## src/rtl/pipeline_hazard_chain.sv

```systemverilog
// In-order stage register chain with stall hold, bubble injection and per-stage flush.
// Youngest-writer operand forwarding with load-use hazard detection; the last stage drives writeback.

module pipeline_hazard_chain_stage #(
  parameter int DATA_W = 16,
  parameter int REG_W  = 3
) (
  input  logic              clk,
  input  logic              rst,
  input  logic              ld_valid,
  input  logic              ld_write,
  input  logic [REG_W-1:0]  ld_num,
  input  logic [DATA_W-1:0] ld_data,
  input  logic              ld_ready,
  input  logic              hold,
  input  logic              bubble,
  input  logic              flush,
  input  logic              upd_en,
  input  logic [DATA_W-1:0] upd_data,
  output logic              valid,
  output logic              wr_eff,
  output logic [REG_W-1:0]  num,
  output logic [DATA_W-1:0] eff_data,
  output logic              eff_ready
);
  logic              valid_q, valid_d;
  logic              write_q, write_d;
  logic              ready_q, ready_d;
  logic [REG_W-1:0]  num_q, num_d;
  logic [DATA_W-1:0] data_q, data_d;
  logic              upd_act;

  // A result produced for an empty slot has nowhere to go and is dropped.
  always_comb begin
    upd_act   = valid_q & upd_en;
    eff_data  = upd_act ? upd_data : data_q;
    eff_ready = ready_q | upd_act;
    valid     = valid_q;
    wr_eff    = valid_q & write_q;
    num       = num_q;
  end

  always_comb begin
    valid_d = ld_valid;
    write_d = ld_write;
    num_d   = ld_num;
    data_d  = ld_data;
    ready_d = ld_ready;
    if (flush || bubble) begin
      valid_d = 1'b0;
      write_d = 1'b0;
      num_d   = '0;
      data_d  = '0;
      ready_d = 1'b0;
    end else if (hold) begin
      // Held slot still captures results that arrive while it waits.
      valid_d = valid_q;
      write_d = write_q;
      num_d   = num_q;
      data_d  = eff_data;
      ready_d = eff_ready;
    end
  end

  always_ff @(posedge clk) begin
    if (rst) begin
      valid_q <= 1'b0;
      write_q <= 1'b0;
      num_q   <= '0;
      data_q  <= '0;
      ready_q <= 1'b0;
    end else begin
      valid_q <= valid_d;
      write_q <= write_d;
      num_q   <= num_d;
      data_q  <= data_d;
      ready_q <= ready_d;
    end
  end
endmodule

module pipeline_hazard_chain #(
  parameter int STAGES     = 4,
  parameter int HOLD_DEPTH = 1,
  parameter int DATA_W     = 16,
  parameter int REG_W      = 3,
  parameter int RD_PORTS   = 3
) (
  input  logic                         clk,
  input  logic                         rst,
  input  logic                         in_valid,
  input  logic                         in_write,
  input  logic [REG_W-1:0]             in_writenum,
  input  logic                         stall,
  input  logic [STAGES-1:0]            flush,
  input  logic [STAGES-1:0]            upd_en,
  input  logic [STAGES*DATA_W-1:0]     upd_data,
  input  logic [RD_PORTS*REG_W-1:0]    look_num,
  output logic [RD_PORTS-1:0]          fwd_hit,
  output logic [RD_PORTS*DATA_W-1:0]   fwd_data,
  output logic                         hazard,
  output logic                         wb_write,
  output logic [REG_W-1:0]             wb_num,
  output logic [DATA_W-1:0]            wb_data
);
  logic [STAGES-1:0]                st_valid, st_write, st_ready;
  logic [STAGES-1:0][REG_W-1:0]     st_num;
  logic [STAGES-1:0][DATA_W-1:0]    st_data;
  logic [STAGES-1:0]                st_hold, st_bubble;
  logic [STAGES-1:0]                ld_valid, ld_write, ld_ready;
  logic [STAGES-1:0][REG_W-1:0]     ld_num;
  logic [STAGES-1:0][DATA_W-1:0]    ld_data;
  logic [STAGES-1:0][DATA_W-1:0]    upd_data_a;
  logic [RD_PORTS-1:0][REG_W-1:0]   look_a;
  logic [RD_PORTS-1:0][DATA_W-1:0]  fwd_a;
  logic [RD_PORTS-1:0]              hz_a;

  assign upd_data_a = upd_data;
  assign look_a     = look_num;
  assign fwd_data   = fwd_a;

  // Index 0 is S1. Stall freezes the top HOLD_DEPTH slots and empties the one below them.
  always_comb begin
    ld_valid[0] = in_valid;
    ld_write[0] = in_write;
    ld_num[0]   = in_writenum;
    ld_data[0]  = '0;
    ld_ready[0] = 1'b0;
    for (int i = 1; i < STAGES; i++) begin
      ld_valid[i] = st_valid[i-1];
      ld_write[i] = st_write[i-1];
      ld_num[i]   = st_num[i-1];
      ld_data[i]  = st_data[i-1];
      ld_ready[i] = st_ready[i-1];
    end
    for (int i = 0; i < STAGES; i++) begin
      st_hold[i]   = stall && (i < HOLD_DEPTH);
      st_bubble[i] = stall && (i == HOLD_DEPTH);
    end
  end

  for (genvar g = 0; g < STAGES; g++) begin : g_stage
    pipeline_hazard_chain_stage #(
      .DATA_W (DATA_W),
      .REG_W  (REG_W)
    ) u_stage (
      .clk       (clk),
      .rst       (rst),
      .ld_valid  (ld_valid[g]),
      .ld_write  (ld_write[g]),
      .ld_num    (ld_num[g]),
      .ld_data   (ld_data[g]),
      .ld_ready  (ld_ready[g]),
      .hold      (st_hold[g]),
      .bubble    (st_bubble[g]),
      .flush     (flush[g]),
      .upd_en    (upd_en[g]),
      .upd_data  (upd_data_a[g]),
      .valid     (st_valid[g]),
      .wr_eff    (st_write[g]),
      .num       (st_num[g]),
      .eff_data  (st_data[g]),
      .eff_ready (st_ready[g])
    );
  end

  // Scan oldest to youngest so the youngest matching writer is the last to overwrite.
  always_comb begin
    fwd_hit = '0;
    fwd_a   = '0;
    hz_a    = '0;
    for (int p = 0; p < RD_PORTS; p++) begin
      for (int k = STAGES-1; k >= 0; k--) begin
        if (st_write[k] && (st_num[k] == look_a[p])) begin
          fwd_hit[p] = 1'b1;
          fwd_a[p]   = st_ready[k] ? st_data[k] : '0;
          hz_a[p]    = !st_ready[k];
        end
      end
    end
  end

  assign hazard   = |hz_a;
  assign wb_write = st_write[STAGES-1];
  assign wb_num   = st_valid[STAGES-1] ? st_num[STAGES-1]  : '0;
  assign wb_data  = st_valid[STAGES-1] ? st_data[STAGES-1] : '0;
endmodule
```

## config.mk

```make
export PLATFORM = sky130hd
export DESIGN_NAME = pipeline_hazard_chain
export DESIGN_NICKNAME = d
export VERILOG_FILES = /design/src/rtl/pipeline_hazard_chain.sv
export SDC_FILE = /design/constraint.sdc
export NUM_CORES = 1
export LEC_CHECK = 0
export ABC_AREA = 1
export CORE_ASPECT_RATIO = 1.25
export CORE_MARGIN = 5
export CORE_UTILIZATION = 30
export DETAILED_ROUTE_END_ITERATION = 10
export SLEW_MARGIN = 0
export SYNTH_ARGS = -nofsm -noshare
export SYNTH_HDL_FRONTEND = slang
export SYNTH_SLANG_ARGS = --single-unit
```

## constraint.sdc

```tcl
create_clock -name clk -period 2 [get_ports clk]
set_clock_uncertainty 0.05 [all_clocks]
set_input_delay 0.4 -clock clk [delete_from_list [all_inputs] [get_ports clk]]
set_output_delay 0.4 -clock clk [all_outputs]
set_load 0.02 [all_outputs]
```

==> results summary, run 1 <==
The number of pins with negative max-slew slack in the final report was 0. The share of final-layout standard cells stronger than drive strength 1 is 45.13%. In this run, the combinational gates consume 11.3% of the power.

Across the run, the number of max-cap violations was 0. The layout overhead on the synthesized area is 83.45%. The die covers 0.02350 mm^2. The critical path is of the input port to output pin type. The met1 capacity usage during global routing is 28.38%. The clock power share came out at 45.3%. Summed over all failing endpoints, the final setup total negative slack is -18.37 ns.

The dominant cell type by area after synthesis is sky130_fd_sc_hd__dfxtp_1. In the final routed layout, each cell accounts on average for approximately 17 um. The count of standard-cell rows is a little under 60. For this run, the detailed router's first-pass iteration total came to 5. The max-slew headroom at the worst pin came out at about three fifths.

The via count of the first global-routing pass was 7787. The checks that failed: setup timing. The maximum resistive drop on vdd came out at 0.2754 mV. After detailed routing, the number of remaining DRC violations is 0. The number of I/O pins came out at 161.

The minimum clock period came out at 2.413 ns. The clock tree synthesis step divided the H-tree into 3 levels. Once the floorplan was initialized, standard cells occupied between 30% and 40% of the core. The highest fanout seen on the critical path came out at 8.

The total CTS buffers is 9. STA classifies the critical path startpoint as an input port. The count of nets left with antenna violations after detail routing is 0. The data arrival time of the worst path is 1.96 ns. The die height is 170.1 um. The run finished, with violations left. Net switching is 23.70% of the power. The sequential share of the synthesized area is 28.62%. For this design, the sink count on the clock tree is 88. The area of the core region is roughly 0.02 mm^2. Entering global routing, the biggest net connects 32 pins. Summed over all cells, the static leakage comes to 5.161 nW. The number of flops mapped to enable cells by yosys came out at 0.

Summed over all nets, the switching power comes to around 0.96 mW. The slew at the pin closest to its max-slew limit is approximately 0.58 ns. Once detailed placement completed, the half-perimeter wirelength came to 20140 um. Summing over every cut layer, the via total after detailed routing is 7908. The total global-route track usage is 22.60%. For this run, the number of Yosys warnings is 0. The path class of the tightest hold or removal check is register to register. The post-route fraction of the period consumed by the critical path is 120.6%. The clock edge transition at the registers on the reported setup and hold paths is 0.06 ns. The synthesized area per cell came out at 6.118 um^2. The reg-to-reg critical path startpoint is g_stage[0].u_stage.valid$_SDFFE_PP0N_. The critical path starts at look_num[8]. Setup violations remaining at the end of the flow were counted as 54. The number of library cell types mapped by synthesis is 31. Setup repair after global routing could not meet its margin everywhere. The async set or reset register ratio after synthesis came out at 0%. The global-route wire length before repair is 42360 um. The maximum count of clock buffers along a single path came out at 2. The internal power is slightly above 3 mW.

The clock tree root driver cell is sky130_fd_sc_hd__clkbuf_16. After synthesis the cells add up to 0.006155 mm^2. Ranked by total cell area, the synthesized netlist is headed by sky130_fd_sc_hd__dfxtp_1 29%, sky130_fd_sc_hd__nand2_1 14%, sky130_fd_sc_hd__nand3_1 12%, sky130_fd_sc_hd__nor2_1 11%, sky130_fd_sc_hd__inv_1 5.0%. The met3 routing resource usage after global routing is 4.328%. In this run the most used layer during global routing was met2. Of the total power, registers draw 43.4%.

The power density relative to cell area came out at 360.0 mW/mm^2. For this run, the post-layout net count is between 1000 and 1500. Routability-driven placement finished with a final weighted congestion of roughly 0.9. After technology mapping, the gate count stands at a little over 1000. The count of input and output buffers is 160. The CTS tree is built.

The total grt overflow is 0. The number of antenna violations at the first check in global routing is 0. The number of synthesized register bits came out at 88. The clock reaches the later pin of the worst-skew pair after 0.36 ns.

The number of nets in the synthesized netlist came out at 1095. The number of antenna diodes in the final layout is 0. The violation count after the first detailed-routing iteration is 633. Timing would allow up to about 410 MHz. The final hold violation count is 0. The type of destination of the critical path is an output pin. For this run, the leading register cell type out of synthesis is sky130_fd_sc_hd__dfxtp_1. The share of synthesized area in the top cell type comes to around 29%. The die extent in x came out at 138.1 um.

For met2 alone, demand over resource in global routing was 37.49%. In the routed layout, each cell is associated on average with a via count of around 5. The internal reg-to-reg setup slack is ~0.68 ns. The power consumption is 4.064 mW. After detailed routing, the total wire length is 27380 um. The layout filler cell count came out at 1978.

The worst hold path begins at g_stage[0].u_stage.write_q$_SDFFE_PP0N_. The least setup slack across all paths after layout is -0.4125 ns. The post-placement worst setup slack is -1.252 ns. The number of buffers inserted by hold repair at cts is 0. The data required time at the worst endpoint is 1.55 ns.

The post-route worst hold slack came out at 0.4012 ns.
-- Yosys cell counts (9+ instances only) --
cell	count
sky130_fd_sc_hd__or2_2	15
sky130_fd_sc_hd__inv_1	82
sky130_fd_sc_hd__buf_4	9
sky130_fd_sc_hd__nand3_1	145
sky130_fd_sc_hd__o21ai_1	58
sky130_fd_sc_hd__nand3_2	28
sky130_fd_sc_hd__or2_1	18
sky130_fd_sc_hd__dfxtp_1	88
sky130_fd_sc_hd__inv_2	14
sky130_fd_sc_hd__nand2_1	237
sky130_fd_sc_hd__nor2_1	176
sky130_fd_sc_hd__buf_2	19
sky130_fd_sc_hd__a21oi_1	14
sky130_fd_sc_hd__mux2i_1	16
sky130_fd_sc_hd__o21ai_0	35
sky130_fd_sc_hd__clkbuf_1	15
-- repair_timing --
item | CTS | global route
pin swaps | 74 | 31
setup buffers | 19 | 11
endpoints found under the setup margin | 72 | 69
gates cloned | 10 | 1
resized for setup | 637 | 94
-- metal layers --
metal  up-vias  routed length (um)
li1       3899                   -
met1      3605               11480
met2       337               12880
met3        67                1837
met4         0                1183
met5         -                   0
-- power groups by stage --
stage          Sequential [mW]  Combinational [mW]  Clock [mW]
6_report                  1.76               0.460        1.84
3_3_place_gp              1.81               0.434           0
2_1_floorplan             1.81               0.122           0
4_1_cts                   1.76               0.454        1.87
3_5_place_dp              1.81               0.433           0
5_1_grt                   1.76               0.492        1.93
-- area by class of cell --
type / instances / area, um^2 / area share, %
Sequential cell: 88 / 1788 / 15.84
Inverter: 97 / 386.6 / 3.424
Timing Repair Buffer: 383 / 3797 / 33.63
Multi-Input combinational cell: 770 / 4663 / 41.30
Clock inverter: 5 / 81.33 / 0.7203
Timing Repair inverter: 1 / 7.507 / 0.06649
Tap cell: 270 / 337.8 / 2.992
Clock buffer: 10 / 229.0 / 2.028
-- registers in the layout, indices dropped and copies added, names as in the netlist --
| signal | count |
|---|---|
| g_stage.u_stage.valid | 4 |
| g_stage.u_stage.data_q | 64 |
| g_stage.u_stage.write_q | 4 |
| g_stage.u_stage.num | 12 |
| g_stage.u_stage.ready_q | 4 |
-- logic make-up after synthesis --
family / after synthesis / share of synthesized area [%]
flops: 88 / 28.62
compound gates: 108 / 8.965
buf+inv: 150 / 11.34
simple gates: 639 / 47.75
xor+xnor: 5 / 0.7117
mux: 16 / 2.602
-- through the flow --
| stage | instances | instance area [um^2] | util (%) |
|---|---|---|---|
| 4_1_cts | 1613 | 10910 | 54.06 |
| 6_report | 1624 | 11290 | 55.97 |
| 3_3_place_gp | 1569 | 9412 | 46.65 |
| 5_1_grt | 1624 | 11290 | 55.97 |
| 2_1_floorplan | 1006 | 6155 | - |
| 3_5_place_dp | 1569 | 9412 | 46.65 |
-- critical path, cell delays in order --
cell,delay [ns]
sky130_fd_sc_hd__dlygate4sd2_1,0.25
sky130_fd_sc_hd__buf_4,0.15
sky130_fd_sc_hd__nand2_1,0.06
sky130_fd_sc_hd__nand2_1,0.06
sky130_fd_sc_hd__nor2_1,0.12
sky130_fd_sc_hd__nand2_2,0.15
sky130_fd_sc_hd__buf_12,0.19
sky130_fd_sc_hd__nand2_1,0.06
sky130_fd_sc_hd__inv_1,0.04
sky130_fd_sc_hd__a21oi_2,0.17
sky130_fd_sc_hd__nor2_1,0.05
sky130_fd_sc_hd__nand2_1,0.11
sky130_fd_sc_hd__buf_6,0.13
-- cells in the final DEF (no fill, tap or decap), drive strengths merged, types with 3 or more instances in the layout --
cell type and count:
nor2 183, mux2i 16, a21oi 15, nand3 173
dfxtp 88, and2 3, clkbuf 13, dlygate4sd2 12
or2 33, nand2 248, inv 97, clkdlybuf4s50 75
xor2 3, buf 290, o21ai 93
-- final timing paths --
kind | to | depth (start not counted)
setup / recovery | hazard | 13
hold / removal | g_stage[0].u_stage.write_q$_SDFFE_PP0N_ | 2
setup reg to reg | g_stage[0].u_stage.data_q[8]$_SDFF_PP0_ | 6
hold reg to reg | g_stage[0].u_stage.write_q$_SDFFE_PP0N_ | 2
Note: power is estimated with default switching activity, not from simulation.
==> inputs of run 2 (changes only) <==
--- a/config.mk
+++ b/config.mk
@@ -10,6 +10,7 @@
 export CORE_MARGIN = 5
 export CORE_UTILIZATION = 30
 export DETAILED_ROUTE_END_ITERATION = 10
+export MAX_ROUTING_LAYER = met4
 export SLEW_MARGIN = 0
 export SYNTH_ARGS = -nofsm -noshare
 export SYNTH_HDL_FRONTEND = slang
==> constraint.sdc (replaced) <==
create_clock -name clk -period 2.9 [get_ports clk]
set_clock_uncertainty 0.05 [all_clocks]
set_input_delay 0.58 -clock clk [delete_from_list [all_inputs] [get_ports clk]]
set_output_delay 0.58 -clock clk [all_outputs]
set_load 0.02 [all_outputs]
==> run 2 against run 1 <==
Compared with the run above:
- the run now ends clean
- final cell count is 2.7% lower
- critical endpoint is now fwd_data[12]
- sequential cell count unchanged
- sequential share of layout area grew 2.2 points
- largest power group unchanged
- utilization decreased by 7.6 points
==> results summary, run 2 (synthesis gave the netlist of run 1 again) <==
The flow ran to the end, and the final reports show no timing, DRC or antenna violations. The internal power is 2.053 mW. The worst path in the final design needs a cycle of 2.801 ns, including I/O delays and setup.

The final routed wirelength across all metal layers is between 20000 and 30000 um. The worst setup path is captured at an output pin. The antenna cell count is 0.

The switching fraction of total power came out at 25.25%. The timing-limited maximum frequency is 357.0 MHz. The total CTS buffers is 9.

The layout filler cell count is 2171. The data arrival time of the worst path came out at 2.17 ns. The final count of negative-setup-slack endpoints is 0. For this design, the CTS-stage hold fixing added 0 buffers. The count of input and output buffers is 160. The die height came out at 170.1 um. The layout overhead on the synthesized area is 58.67%. The type of the most critical hold path is register to register.

The count of nets left with antenna violations after detail routing came out at 0. The worst setup path is launched from an input port. The combined area of the multi-input logic cells is 0.003936 mm^2. The detailed placer's ending HPWL came out at 19900 um. The endpoint of the worst setup timing path is fwd_data[12].

The proportion of power drawn by combinational gates is 10.5%. The startpoint identified for the worst register-to-register timing path is g_stage[2].u_stage.valid$_SDFF_PP0_. The library cells used most frequently in the layout, excluding fill and tap cells, are 232 x sky130_fd_sc_hd__nand2_1, 181 x sky130_fd_sc_hd__buf_4, 153 x sky130_fd_sc_hd__nor2_1. Detailed routing inserted a total of about 7400 vias. The number of I/O pins came out at 161. The flip-flop count of the largest register after layout is 64. The final-stage net count came out at 1394. For this configuration, the core starts out at a cell density of 30.51%. Global routing used 3.007% of the available met3 tracks. The via count of the first global-routing pass was 7271. The clock net sink count came out at 88.

The die area is 0.02350 mm^2. The maximum count of clock buffers along a single path is 2. The clock edge transition at the registers on the reported setup and hold paths came out at 0.07 ns. The number of pins with negative max-slew slack in the final report is 0. Leaving out fill and tap cells, the most frequent cell in the layout is sky130_fd_sc_hd__nand2_1. The count of unresolved DRC violations after routing came out at 0. Clock tree synthesis selected as its root buffer the cell sky130_fd_sc_hd__clkbuf_16.

The power consumption is 2.746 mW. The die extent in x came out at roughly 140 um. The total net switching power is 0.6936 mW. The register with the most flip-flops in the final layout is g_stage.u_stage.data_q. At the pin with the least slew margin, the transition time is 0.7411 ns.

The share of final-layout standard cells stronger than drive strength 1 is 29.69%. Entering global routing, the biggest net connects 24 pins. CTS built an H-tree with a depth of 3. The power density relative to cell area is 281.2 mW/mm^2. The most used routing layer in global routing is met2. The met2 demand-to-capacity share in global routing came out at 34.79%. The critical path is of the input port to output pin type. The maximum resistive drop on vdd is 0.3216 mV.

The start point of the critical path is look_num[1]. The number of cell instances on the worst register-to-register path is 5. The detailed-route wire length per cell is 16.06 um. The highest fanout seen on the critical path came out at 13.

The final hold violation count is 0. The count of standard-cell rows is slightly below 60. The worst register-to-register path has a setup slack of 1.41 ns. The number of max-capacitance violations reported is 0. The data required time at the worst endpoint is between 2 and 2.5 ns.

The core utilization of the finished layout came out at roughly half. The met1 capacity usage during global routing is 29.05%. The post-route fraction of the period consumed by the critical path is between 90% and 100%. The area of the core region came out at roughly 0.02 mm^2. The endpoint identified for the worst register-to-register timing path is g_stage[3].u_stage.data_q[14]$_SDFF_PP0_. Measured against its own limit, the worst slew margin works out to 50.59%. After the first detailed-routing iteration, the DRC count stood at 506.

The number of antenna violations at the first check in global routing came out at 0. TritonCTS built the clock tree. Across every metal layer, demand over resource in global routing totals 22.01%. The via count normalized by instance count is 4.669. The total leakage power is 4.472 nW. The total grt overflow came out at 0. The clock power share came out at 45.1%. Summing all flip-flop and latch instances after layout gives 0.001763 mm^2. The iteration count of the initial detailed-routing pass is 6. The clock latency on the worst-skew pair is 0.36 ns. The share of power burned in registers is 44.4%.

The global-route wire length before repair is between 40000 and 50000 um. The placer's final routability congestion estimate came out at between 0.9 and 1.
## run 2: cell types whose count changed in the layout (fill, tap and decap cells not counted), sizes merged
cell | previous run | this run
clkinvlp | 2 | 3
dlygate4sd2 | 12 | 8
clkdlybuf4s50 | 75 | 95
clkbuf | 13 | 10
dlymetal6s2s | 0 | 1
bufinv | 2 | 1
inv | 97 | 98
clkdlybuf4s15 | 2 | 6
buf | 290 | 228
nand2 | 248 | 249
and2 | 3 | 1
## run 2: critical path, cell delays in order
cell	delay (ns)
sky130_fd_sc_hd__clkdlybuf4s15_1	0.23
sky130_fd_sc_hd__buf_4	0.16
sky130_fd_sc_hd__nand2_1	0.06
sky130_fd_sc_hd__nand2_1	0.06
sky130_fd_sc_hd__nor2_2	0.15
sky130_fd_sc_hd__and2_4	0.21
sky130_fd_sc_hd__buf_12	0.15
sky130_fd_sc_hd__buf_4	0.11
sky130_fd_sc_hd__nand3_2	0.06
sky130_fd_sc_hd__nand3_2	0.09
sky130_fd_sc_hd__nand3_2	0.06
sky130_fd_sc_hd__nand2_1	0.11
sky130_fd_sc_hd__buf_6	0.13
## run 2: per-layer routing
metal | part of all wire, % | up-vias | wire, um
met2 | 46 | 260 | 11770
met4 | 2.9 | 0 | 741
met1 | 45 | 3278 | 11420
met5 | 0 | - | 0
li1 | - | 3798 | -
met3 | 5.6 | 41 | 1428
## run 2: metrics by stage
stage	worst slack [ns]	hold WS [ns]	setup TNS, ns	std cells	cell area, um^2
floorplan	0.6360	0.3776	0	1006	6155
global placement	-0.8645	0.3927	-33.75	1545	9169
detailed placement	-0.8342	0.3952	-32.91	1545	9169
CTS	0.0002569	0.4077	0	1574	9625
global route	-0.006110	0.4226	-0.01042	1580	9766
finish	0.09926	0.4053	0	1580	9766
## run 2: cell type report
| cell class | instances | share of cell area, % |
|---|---|---|
| Inverter | 97 | 3.882 |
| Clock inverter | 7 | 0.7944 |
| Multi-Input combinational cell | 769 | 40.31 |
| Clock buffer | 9 | 2.306 |
| Sequential cell | 88 | 18.05 |
| Timing Repair Buffer | 340 | 31.20 |
| Tap cell | 270 | 3.459 |
## run 2: worst min path at each step
stage                                                        from                                 endpoint  slack (ns)  cells after the start
final                         g_stage[1].u_stage.valid$_SDFF_PP0_      g_stage[2].u_stage.valid$_SDFF_PP0_        0.41                      2
after global routing          g_stage[1].u_stage.valid$_SDFF_PP0_      g_stage[2].u_stage.valid$_SDFF_PP0_        0.42                      2
after CTS                     g_stage[1].u_stage.valid$_SDFF_PP0_      g_stage[2].u_stage.valid$_SDFF_PP0_        0.41                      2
after detailed placement      g_stage[1].u_stage.valid$_SDFF_PP0_      g_stage[2].u_stage.valid$_SDFF_PP0_        0.40                      2
after global placement        g_stage[1].u_stage.valid$_SDFF_PP0_      g_stage[2].u_stage.valid$_SDFF_PP0_        0.39                      2
after floorplan           g_stage[0].u_stage.write_q$_SDFFE_PP0N_  g_stage[0].u_stage.write_q$_SDFFE_PP0N_        0.38                      2
## run 2: repair_timing
item / 4_1_cts / 5_1_grt
endpoints found under the setup margin: 68 / 34
cloned: 4 / 0
resized for setup: 313 / 41
setup buffers: 9 / 6
pin swaps: 22 / 14
## run 2: power groups by stage
stage                     Clock (mW)  Combinational, mW  Sequential [mW]
after floorplan                    0             0.0841             1.25
after global placement             0              0.283             1.25
after detailed placement           0              0.282             1.25
after CTS                       1.26              0.289             1.22
after global routing            1.30              0.314             1.22
final                           1.24              0.290             1.22
